$ cat src/rtl/hd44780_responder.sv
// Bus-side model of an HD44780 controller: resynchronises E/RS/DB, rebuilds bytes and executes the instruction subset.
// Optional nibble-pair timeout is compiled in with `define HD44780_RESP_TIMEOUT_EN.
module hd44780_responder #(
    parameter int DDRAM_DEPTH    = 80,
    parameter int EXEC_CYCLES    = 10,
    parameter int CLEAR_CYCLES   = 400,
    parameter int TIMEOUT_CYCLES = 1000
) (
    input  logic       clk,
    input  logic       rst,
    input  logic       e,
    input  logic       rs,
    input  logic [3:0] db,
    output logic       busy,
    output logic       mode_4bit,
    output logic       disp_on,
    output logic [6:0] ddram_addr,
    output logic       byte_valid,
    output logic       byte_rs,
    output logic [7:0] byte_data,
    output logic       overrun,
    output logic       timeout_err,
    input  logic [6:0] rd_addr,
    output logic [7:0] rd_data
);
    localparam int CNT_MAX = (CLEAR_CYCLES > EXEC_CYCLES) ? CLEAR_CYCLES : EXEC_CYCLES;
    localparam int CW      = $clog2(CNT_MAX + 1);
    localparam logic [CW-1:0] EXEC_LOAD  = CW'(EXEC_CYCLES - 1);
    localparam logic [CW-1:0] HOME_LOAD  = CW'(CLEAR_CYCLES - 1);
    localparam logic [CW-1:0] CLEAR_TAIL = CW'(CLEAR_CYCLES - 1 - DDRAM_DEPTH);
    localparam logic [6:0]    LAST_ADDR  = 7'(DDRAM_DEPTH - 1);
    localparam logic [7:0]    DEPTH8     = 8'(DDRAM_DEPTH);

    typedef enum logic [1:0] {S_IDLE, S_EXEC, S_CLEAR} state_e;

    function automatic logic [6:0] step_addr(input logic [6:0] a, input logic inc);
        logic [6:0] r;
        if (inc) begin
            r = (a >= LAST_ADDR) ? 7'd0 : a + 7'd1;
        end else begin
            r = (a == 7'd0) ? LAST_ADDR : a - 7'd1;
        end
        return r;
    endfunction

    logic       e_s1_q, e_s2_q, e_prev_q, rs_s1_q, rs_s2_q;
    logic [3:0] db_s1_q, db_s2_q;
    logic       strobe_s;

    state_e     state_q, state_d;
    logic [CW-1:0] cnt_q, cnt_d;
    logic [6:0] fill_q, fill_d, addr_q, addr_d;
    logic       id_q, id_d, mode_q, mode_d, disp_q, disp_d;
    logic       phase_lo_q, phase_lo_d;
    logic [3:0] hi_q, hi_d;
    logic       busy_q, busy_d, bv_q, bv_d, brs_q, brs_d;
    logic [7:0] bdata_q, bdata_d;
    logic       overrun_q, overrun_d;
    logic       exec_go_s;
    logic [CW-1:0] exec_load_s;
    logic       we_s;
    logic [6:0] waddr_s;
    logic [7:0] wdata_s;
    logic [7:0] mem_q [DDRAM_DEPTH];
    logic [7:0] rd_data_q;
`ifdef HD44780_RESP_TIMEOUT_EN
    localparam int TW = $clog2(TIMEOUT_CYCLES + 1);
    localparam logic [TW-1:0] TMO_LAST = TW'(TIMEOUT_CYCLES - 1);
    logic [TW-1:0] tmo_cnt_q, tmo_cnt_d;
    logic          tmo_err_q, tmo_err_d;
`endif

    // Two-flop synchronisers for the asynchronous bus plus E edge history.
    always_ff @(posedge clk or posedge rst) begin
        if (rst) begin
            e_s1_q   <= 1'b0;
            e_s2_q   <= 1'b0;
            e_prev_q <= 1'b0;
            rs_s1_q  <= 1'b0;
            rs_s2_q  <= 1'b0;
            db_s1_q  <= 4'h0;
            db_s2_q  <= 4'h0;
        end else begin
            e_s1_q   <= e;
            e_s2_q   <= e_s1_q;
            e_prev_q <= e_s2_q;
            rs_s1_q  <= rs;
            rs_s2_q  <= rs_s1_q;
            db_s1_q  <= db;
            db_s2_q  <= db_s1_q;
        end
    end

    assign strobe_s = e_prev_q & ~e_s2_q;

    // Byte assembly, instruction decode and busy sequencing.
    always_comb begin
        state_d     = state_q;
        cnt_d       = cnt_q;
        fill_d      = fill_q;
        addr_d      = addr_q;
        id_d        = id_q;
        mode_d      = mode_q;
        disp_d      = disp_q;
        phase_lo_d  = phase_lo_q;
        hi_d        = hi_q;
        busy_d      = busy_q;
        bv_d        = 1'b0;
        brs_d       = brs_q;
        bdata_d     = bdata_q;
        overrun_d   = overrun_q;
        exec_go_s   = 1'b0;
        exec_load_s = EXEC_LOAD;
        we_s        = 1'b0;
        waddr_s     = addr_q;
        wdata_s     = bdata_q;
`ifdef HD44780_RESP_TIMEOUT_EN
        tmo_cnt_d   = '0;
        tmo_err_d   = tmo_err_q;
`endif

        if (strobe_s) begin
            if (busy_q) begin
                overrun_d = 1'b1;
            end else if (!mode_q) begin
                bv_d    = 1'b1;
                bdata_d = {db_s2_q, 4'h0};
                brs_d   = rs_s2_q;
                busy_d  = 1'b1;
            end else if (!phase_lo_q) begin
                hi_d       = db_s2_q;
                phase_lo_d = 1'b1;
            end else begin
                bv_d       = 1'b1;
                bdata_d    = {hi_q, db_s2_q};
                brs_d      = rs_s2_q;
                phase_lo_d = 1'b0;
                busy_d     = 1'b1;
            end
        end else begin
`ifdef HD44780_RESP_TIMEOUT_EN
            // An orphaned high nibble is abandoned after TIMEOUT_CYCLES idle cycles.
            if (phase_lo_q) begin
                if (tmo_cnt_q == TMO_LAST) begin
                    phase_lo_d = 1'b0;
                    tmo_err_d  = 1'b1;
                end else begin
                    tmo_cnt_d = tmo_cnt_q + 1'b1;
                end
            end else begin
                tmo_cnt_d = '0;
            end
`else
            phase_lo_d = phase_lo_q;
`endif
        end

        case (state_q)
            S_IDLE: begin
                if (bv_q) begin
                    exec_go_s = 1'b1;
                    if (brs_q) begin
                        we_s   = ({1'b0, addr_q} < DEPTH8);
                        addr_d = step_addr(addr_q, id_q);
                    end else begin
                        casez (bdata_q)
                            8'b1???_????: addr_d = bdata_q[6:0];
                            8'b001?_????: begin
                                mode_d     = ~bdata_q[4];
                                phase_lo_d = 1'b0;
                            end
                            8'b0000_1???: disp_d = bdata_q[2];
                            8'b0000_01??: id_d = bdata_q[1];
                            8'b0000_001?: begin
                                addr_d      = 7'd0;
                                exec_load_s = HOME_LOAD;
                            end
                            8'b0000_0001: begin
                                exec_go_s = 1'b0;
                                state_d   = S_CLEAR;
                                fill_d    = 7'd0;
                            end
                            default: exec_load_s = EXEC_LOAD;
                        endcase
                    end
                end else begin
                    state_d = S_IDLE;
                end
            end
            S_EXEC: begin
                if (cnt_q <= CW'(1)) begin
                    state_d = S_IDLE;
                    busy_d  = 1'b0;
                end else begin
                    cnt_d = cnt_q - 1'b1;
                end
            end
            S_CLEAR: begin
                we_s    = 1'b1;
                waddr_s = fill_q;
                wdata_s = 8'h20;
                if (fill_q == LAST_ADDR) begin
                    addr_d      = 7'd0;
                    id_d        = 1'b1;
                    exec_go_s   = 1'b1;
                    exec_load_s = CLEAR_TAIL;
                end else begin
                    fill_d = fill_q + 7'd1;
                end
            end
            default: begin
                state_d = S_IDLE;
                busy_d  = 1'b0;
            end
        endcase

        // A zero load means the decode/fill cycle already used up the whole busy window.
        if (exec_go_s) begin
            if (exec_load_s == '0) begin
                state_d = S_IDLE;
                busy_d  = 1'b0;
            end else begin
                state_d = S_EXEC;
                cnt_d   = exec_load_s;
            end
        end else begin
            cnt_d = cnt_d;
        end
    end

    // Control and status registers.
    always_ff @(posedge clk or posedge rst) begin
        if (rst) begin
            state_q    <= S_IDLE;
            cnt_q      <= '0;
            fill_q     <= 7'd0;
            addr_q     <= 7'd0;
            id_q       <= 1'b1;
            mode_q     <= 1'b0;
            disp_q     <= 1'b0;
            phase_lo_q <= 1'b0;
            hi_q       <= 4'h0;
            busy_q     <= 1'b0;
            bv_q       <= 1'b0;
            brs_q      <= 1'b0;
            bdata_q    <= 8'h00;
            overrun_q  <= 1'b0;
            rd_data_q  <= 8'h00;
        end else begin
            state_q    <= state_d;
            cnt_q      <= cnt_d;
            fill_q     <= fill_d;
            addr_q     <= addr_d;
            id_q       <= id_d;
            mode_q     <= mode_d;
            disp_q     <= disp_d;
            phase_lo_q <= phase_lo_d;
            hi_q       <= hi_d;
            busy_q     <= busy_d;
            bv_q       <= bv_d;
            brs_q      <= brs_d;
            bdata_q    <= bdata_d;
            overrun_q  <= overrun_d;
            rd_data_q  <= ({1'b0, rd_addr} < DEPTH8) ? mem_q[rd_addr] : 8'h00;
        end
    end

    // DDRAM image; deliberately not reset so an aborted clear keeps its partial fill.
    always_ff @(posedge clk) begin
        if (we_s) begin
            mem_q[waddr_s] <= wdata_s;
        end
    end

`ifdef HD44780_RESP_TIMEOUT_EN
    // Nibble-pair timeout counter and sticky error flag.
    always_ff @(posedge clk or posedge rst) begin
        if (rst) begin
            tmo_cnt_q <= '0;
            tmo_err_q <= 1'b0;
        end else begin
            tmo_cnt_q <= tmo_cnt_d;
            tmo_err_q <= tmo_err_d;
        end
    end
    assign timeout_err = tmo_err_q;
`else
    assign timeout_err = 1'b0;
`endif

    assign busy       = busy_q;
    assign mode_4bit  = mode_q;
    assign disp_on    = disp_q;
    assign ddram_addr = addr_q;
    assign byte_valid = bv_q;
    assign byte_rs    = brs_q;
    assign byte_data  = bdata_q;
    assign overrun    = overrun_q;
    assign rd_data    = rd_data_q;
endmodule

$ cat config.mk
export PLATFORM = sky130hd
export DESIGN_NAME = hd44780_responder
export DESIGN_NICKNAME = d
export VERILOG_FILES = /design/src/rtl/hd44780_responder.sv
export SDC_FILE = /design/constraint.sdc
export NUM_CORES = 1
export LEC_CHECK = 0
export ABC_AREA = 1
export BUFFER_PORTS_ARGS = -buffer_cell sky130_fd_sc_hd__buf_2
export CAP_MARGIN = 15
export CORE_UTILIZATION = 40
export CTS_CLUSTER_DIAMETER = 150
export DETAILED_ROUTE_END_ITERATION = 10
export HOLD_SLACK_MARGIN = 0.1
export SLEW_MARGIN = 40
export SYNTH_ARGS = -nofsm -noshare
export SYNTH_HDL_FRONTEND = slang
export SYNTH_SLANG_ARGS = --single-unit
$ cat constraint.sdc
create_clock -name clk -period 3.6 [get_ports clk]
set_input_delay 0.9 -clock clk [delete_from_list [all_inputs] [get_ports clk]]
set_output_delay 0.9 -clock clk [all_outputs]
set_load 0.05 [all_outputs]
==> reports/results.ini, run 1 <==
[sta]
worst_pin_slew_ns = 0.840
hold_viol = 0
max_freq_mhz = 320
whs_ns = 0.347
relSlewSlack = 0.438
rsz0062_at_grt = false
slew_viol_final = 0
setup_tns_ns = 0
setup_violations = 0
fin_crit_ns = 3.13
fin_worst_skew_ns = 0.0181
fin_ws_ns = 0.474
timing.final.crit_share = 0.868

[cts]
path_clk_slew_ns = 0.06
ctsHoldBuffers = 0
cts-root-buf = clkbuf_16
cts_max_path_buffers = 3
clock-sinks = 706
cts.htree.levels = 3
numCtsBuffers = 75
post_cts_buffers = 0
cts_resized = 0
cts_tree = built
insertion_delay_ns = 0.62

[drt]
dr.pass1.iters = 6
drt_first_iter_violations = 2508
wl_met1_um = 34000
dr_wl_met2_um = 37700
highest_layer = met5
via_per_inst = 5.34
wl_um = 79600
vias = 20500
ant_nets = 0
drc = 0
met3_length_um = 5420
wl_per_cell_um = 20.7

[die]
row_count = 100
start_util = 0.404
die_h_um = 276
dieArea_sq_um = 76300
io_pins = 45
core_region_area_sq_um = 74400
die_w_um = 276

[placement]
dpl.hpwl_um = 48600
portBuffers = 43
pre_cts_ws_ns = 0.249
place.gp.congestion = 0.911

[synth]
synth_top_area_share = 0.639
synth-main-ff-cell = edfxtp_1
synthTopCellsByArea = edfxtp_1 64%, nand2_1 9.8%, nand3_1 6.5%
ys_seq_area_frac = 0.694
ys_seq_elements = 706
syn_area_per_cell_sq_um = 10.8
synth_fp_nets = 2802
syn_area_sq_um = 30100
synth.distinct_cells = 44
synth_warnings = 0
ys_async_sr_fraction = 0.0935
syn_inst = 2781
synth_top_cell_by_area = edfxtp_1
synth_edf_count = 640

[final_layout]
fill_cells = 6771
final_cell_mix = 783 x nand2_1, 640 x edfxtp_1, 389 x nand3_1
fin_util = 0.459
areaGrowthSynthToFinish_pct = 13.7
antenna_cells = 0
fin_nets = 2837
layout.cells.most_common = nand2_1
drive_gt1_frac = 0.0935

[min_path]
worstHoldStart = db_s1_q[0]$_DFF_PP0_
hp-class = flip-flop to flip-flop
worstHoldPathCells = 0
holdPathEnd = db_s2_q[0]$_DFF_PP0_

[worst_setup_path]
worst_setup_path_start_kind = flip-flop
slowest_stage = nor2_1
crit_chain = nor2_8 -> inv_6 -> nand2_1 -> o21ai_4 -> inv_2 -> nand4_4 -> nor2_1
critPathKind = flip-flop to flip-flop
r2r_cells = 7
r2r-end = mem_q[31][5]$_DFFE_PP_
cp_max_fo = 19
cpLargestDelayFamily = simple AND/OR/NAND/NOR gates
r2r_slack_ns = 0.47
cp-end-kind = flip-flop
max_stage_delay_ns = 0.79
critPathBufInv = 2
cp.arrival_ns = 3.36
cp_data_required_time_ns = 3.83
reg2reg_from = state_q[0]$_DFFE_PP0P_

[run]
maxCapViolCount = 0

[global_route]
grt_pass1_vias = 20600
grt_max_degree = 132
overflow = 0
grtUsageTotal = 0.210
grt_pass1_wl_um = 123000
antenna_found_initial = 2

[power]
p_leak_nw = 13.2
power_density_nw_per_um2 = 642
power_w = 0.0219
worst_ir_drop_vdd_mv = 0.441

[outcome]
status = complete, no violations

-- cells by family (layout without fill, tap and decap cells) --
logic type / after synthesis / count (layout) / synth area share
fa+ha+maj: 6 / 6 / 0.00250
xor+xnor: 11 / 11 / 0.00320
buf+inv: 335 / 431 / 0.0464
other cells: 1 / 1 / 0.000125
simple gates: 1515 / 1515 / 0.213
compound gates: 207 / 207 / 0.0400
flops: 706 / 706 / 0.694
-- layout make-up --
cell class,instances,area [sq um],area share
Sequential cell,706,20900,0.611
Timing Repair Buffer,103,882,0.0258
Clock inverter,42,557,0.0163
Clock buffer,96,2050,0.0600
Multi-Input combinational cell,1740,7860,0.230
Tap cell,969,1210,0.0355
Inverter,190,731,0.0214
-- report_power, final --
part | switching [W] | total [W] | internal [W]
registers | 0.000244 | 0.0101 | 0.00984
logic | 0.00290 | 0.00372 | 0.000819
clock network | 0.00321 | 0.00813 | 0.00492
-- flip-flops by register name (all words and copies together), names as in the netlist, 2 cells and up --
name	flops
mem_q	640
cnt_q	9
byte_data	8
rd_data	8
ddram_addr	7
fill_q	7
db_s1_q	4
db_s2_q	4
hi_q	4
state_q	2
-- cells in the mapped netlist, types with 2 or more instances --
cell type  number
nor2_2          6
xor2_1          9
o221ai_1        8
nand4_1         8
ha_1            6
inv_1         178
nand2_1       784
or2_2           2
dfrtp_1        65
o21ai_2         2
buf_1          16
nand2_2         5
a21oi_1        20
o21ai_0       112
xnor2_1         2
o211ai_1       32
o21ai_1        21
nor4_1          2
o22ai_1         4
nor3_1          7
inv_2           8
a31oi_1         2
buf_4           7
o21ai_4         3
buf_2          77
nand3_1       389
clkbuf_1       44
nor2_1        299
edfxtp_1      640
clkinv_1        2
nand4_4         8
-- worst max path at each step --
stage	from	end	slack, ns	cells after the start
2_1_floorplan	byte_data[3]$_DFFE_PP0P_	mem_q[0][3]$_DFFE_PP_	0.30	2
4_1_cts	state_q[0]$_DFFE_PP0P_	mem_q[31][5]$_DFFE_PP_	0.46	7
6_report	state_q[0]$_DFFE_PP0P_	mem_q[31][5]$_DFFE_PP_	0.47	7
5_1_grt	state_q[0]$_DFFE_PP0P_	mem_q[69][1]$_DFFE_PP_	0.30	7
3_3_place_gp	rd_addr[0]	rd_data[1]$_DFF_PP0_	0.28	10
3_5_place_dp	rd_addr[0]	rd_data[1]$_DFF_PP0_	0.25	10
-- per-layer routing --
metal,vias up,global-route usage
met5,-,0
met4,4,0.0698
met3,153,0.0325
met2,807,0.342
met1,10000,0.287
li1,9558,-
-- stage by stage --
| stage | instances | cell area, sq um |
|---|---|---|
| final | 3846 | 34200 |
| after global routing | 3846 | 34200 |
| after CTS | 3846 | 34200 |
| after detailed placement | 3708 | 31600 |
| after global placement | 3708 | 31500 |
| after floorplan | 2781 | 30100 |
Power figures use the tool's default switching activity.
==> run 2: changes to the inputs <==
- CTS_BUF_LIST: default -> sky130_fd_sc_hd__clkbuf_16
==> run 2 against run 1 <==
Against the previous run:
- core utilization barely moved
- non-clock buffer count did not move
- sequential cell count did not move
- clock power fell by 0.9%
- global-route usage barely moved
- sequential share of layout area barely moved
- sequential power barely moved
- die area did not move
- via count rose by 0.54%
- final cell count did not move
- clock skew barely moved
- largest power group unchanged
- highest routed layer unchanged
==> reports/results.ini, run 2 (synthesized netlist as in run 1, its figures left out) <==
[final_layout]
drive_gt1_frac = 0.0932  ; -0.000348
fin_nets = 2837  ; unchanged
final_cell_mix = 783 x nand2_1, 640 x edfxtp_1, 389 x nand3_1
areaGrowthSynthToFinish_pct = 13.6  ; about the same
reg_top3 = mem_q: 640 flops, cnt_q: 9 flops
antenna_cells = 0  ; unchanged
fin_area_sq_um = 34200  ; about the same
top_register = mem_q
layout.cells.most_common = nand2_1
largest_reg_flops = 640  ; unchanged
final_cells = 3846  ; unchanged

[worst_setup_path]
cp-end-kind = flip-flop
r2r_cells = 7  ; unchanged
cp.arrival_ns = 3.36  ; about the same
r2r_slack_ns = 0.47  ; about the same
reg2reg_from = state_q[0]$_DFFE_PP0P_
cp_max_fo = 19  ; unchanged
cp_data_required_time_ns = 3.83  ; about the same
critPathKind = flip-flop to flip-flop
worst_setup_path_start_kind = flip-flop
r2r-end = mem_q[31][5]$_DFFE_PP_

[drt]
wl_um = 79700  ; +0.21%
vias = 20600  ; +0.54%
drc = 0  ; unchanged
dr.pass1.iters = 6  ; unchanged
drt_first_iter_violations = 2563  ; +2.2%
ant_nets = 0  ; unchanged
wl_per_cell_um = 20.7  ; +0.21%
via_per_inst = 5.37  ; +0.54%

[cts]
cts_max_path_buffers = 3  ; unchanged
insertion_delay_ns = 0.62  ; about the same
clock-sinks = 706  ; unchanged
path_clk_slew_ns = 0.06  ; about the same
cts_resized = 0  ; unchanged
numCtsBuffers = 75  ; unchanged
ctsHoldBuffers = 0  ; unchanged
post_cts_buffers = 0  ; unchanged
cts_tree = built
cts-root-buf = clkbuf_16
cts.htree.levels = 3  ; unchanged

[placement]
dpl.hpwl_um = 48600  ; unchanged
placed_area_sq_um = 31600  ; unchanged
placed_cells_incl_taps = 3708  ; unchanged
portBuffers = 43  ; unchanged
place.gp.congestion = 0.911  ; unchanged

[run]
maxCapViolCount = 0  ; unchanged

[min_path]
worstHoldStart = db_s1_q[0]$_DFF_PP0_
hp-class = flip-flop to flip-flop
worstHoldPathCells = 0  ; unchanged
holdPathEnd = db_s2_q[0]$_DFF_PP0_

[power]
power_w = 0.0219  ; -0.28%
worst_ir_drop_vdd_mv = 0.441  ; about the same
p_leak_nw = 13.3  ; +0.46%
power_density_nw_per_um2 = 640  ; -0.25%

[global_route]
grt_max_degree = 132  ; unchanged
grtUsageTotal = 0.210  ; about the same
grt_pass1_wl_um = 123000  ; about the same
overflow = 0  ; unchanged
grt_pass1_vias = 20600  ; +0.053%
antenna_found_initial = 2  ; unchanged

[die]
core_region_area_sq_um = 74400  ; unchanged
io_pins = 45  ; unchanged
row_count = 100  ; unchanged
die_h_um = 276  ; unchanged
die_w_um = 276  ; unchanged
dieArea_sq_um = 76300  ; unchanged
start_util = 0.404  ; unchanged

[outcome]
status = complete, no violations

[sta]
rsz0062_at_grt = false
slew_viol_final = 0  ; unchanged
setup_violations = 0  ; unchanged
fin_crit_ns = 3.13  ; +0.00460 ns
hold_viol = 0  ; unchanged
fin_worst_skew_ns = 0.0185  ; +0.000331 ns
worst_pin_slew_ns = 0.839  ; -0.000673 ns
setup_tns_ns = 0  ; unchanged
relSlewSlack = 0.439  ; +0.000450
max_freq_mhz = 319  ; -0.15%
timing.final.crit_share = 0.870  ; +0.00128

==> run 2: cell types whose count changed in the layout (fill, tap and decap cells not counted) <==
cell      change
clkbuf_1     -16
clkbuf_8      -1
clkinv_1      +1
inv_1        +16
==> run 2: per-layer routing <==
layer | vias to the layer above | wire length (um) | track usage
met4 | 4 | 2490 | 0.0698
met5 | - | 24 | 0
met3 | 161 | 5610 | 0.0329
met2 | 821 | 37700 | 0.342
li1 | 9557 | - | -
met1 | 10100 | 33900 | 0.288
==> run 2: power breakdown <==
group	internal (W)	leakage, nW	switching, W
clock	0.00485	1.33	0.00321
combinational	0.000819	5.09	0.00290
sequential	0.00984	6.87	0.000244
==> run 2: worst max path at each step <==
stage,depth (start not counted),end,slack [ns],startpoint
after floorplan,2,mem_q[0][3]$_DFFE_PP_,0.30,byte_data[3]$_DFFE_PP0P_
after global placement,10,rd_data[1]$_DFF_PP0_,0.28,rd_addr[0]
after detailed placement,10,rd_data[1]$_DFF_PP0_,0.25,rd_addr[0]
after CTS,7,mem_q[31][5]$_DFFE_PP_,0.46,state_q[0]$_DFFE_PP0P_
after global routing,7,mem_q[69][1]$_DFFE_PP_,0.30,state_q[0]$_DFFE_PP0P_
final,7,mem_q[31][5]$_DFFE_PP_,0.47,state_q[0]$_DFFE_PP0P_
==> run 2: layout make-up <==
type,count,area (sq um)
Clock buffer,79,1980
Clock inverter,59,621
Fill cell,6770,40300
Inverter,190,731
Multi-Input combinational cell,1740,7860
Sequential cell,706,20900
Tap cell,969,1210
Timing Repair Buffer,103,882
==> run 2: through the flow <==
stage | utilization | hold WS [ns] | worst slack [ns]
after CTS | 0.459 | 0.348 | 0.465
after global placement | 0.424 | 0.335 | 0.278
after global routing | 0.459 | 0.356 | 0.296
after floorplan | - | 0.331 | 0.301
after detailed placement | 0.424 | 0.335 | 0.249
final | 0.459 | 0.347 | 0.470
==> run 2: critical path: stages (launching register included) <==
cell	delay, ns
dfrtp_1	0.47
nor2_8	0.43
inv_6	0.17
nand2_1	0.15
o21ai_4	0.13
inv_2	0.19
nand4_4	0.40
nor2_1	0.79
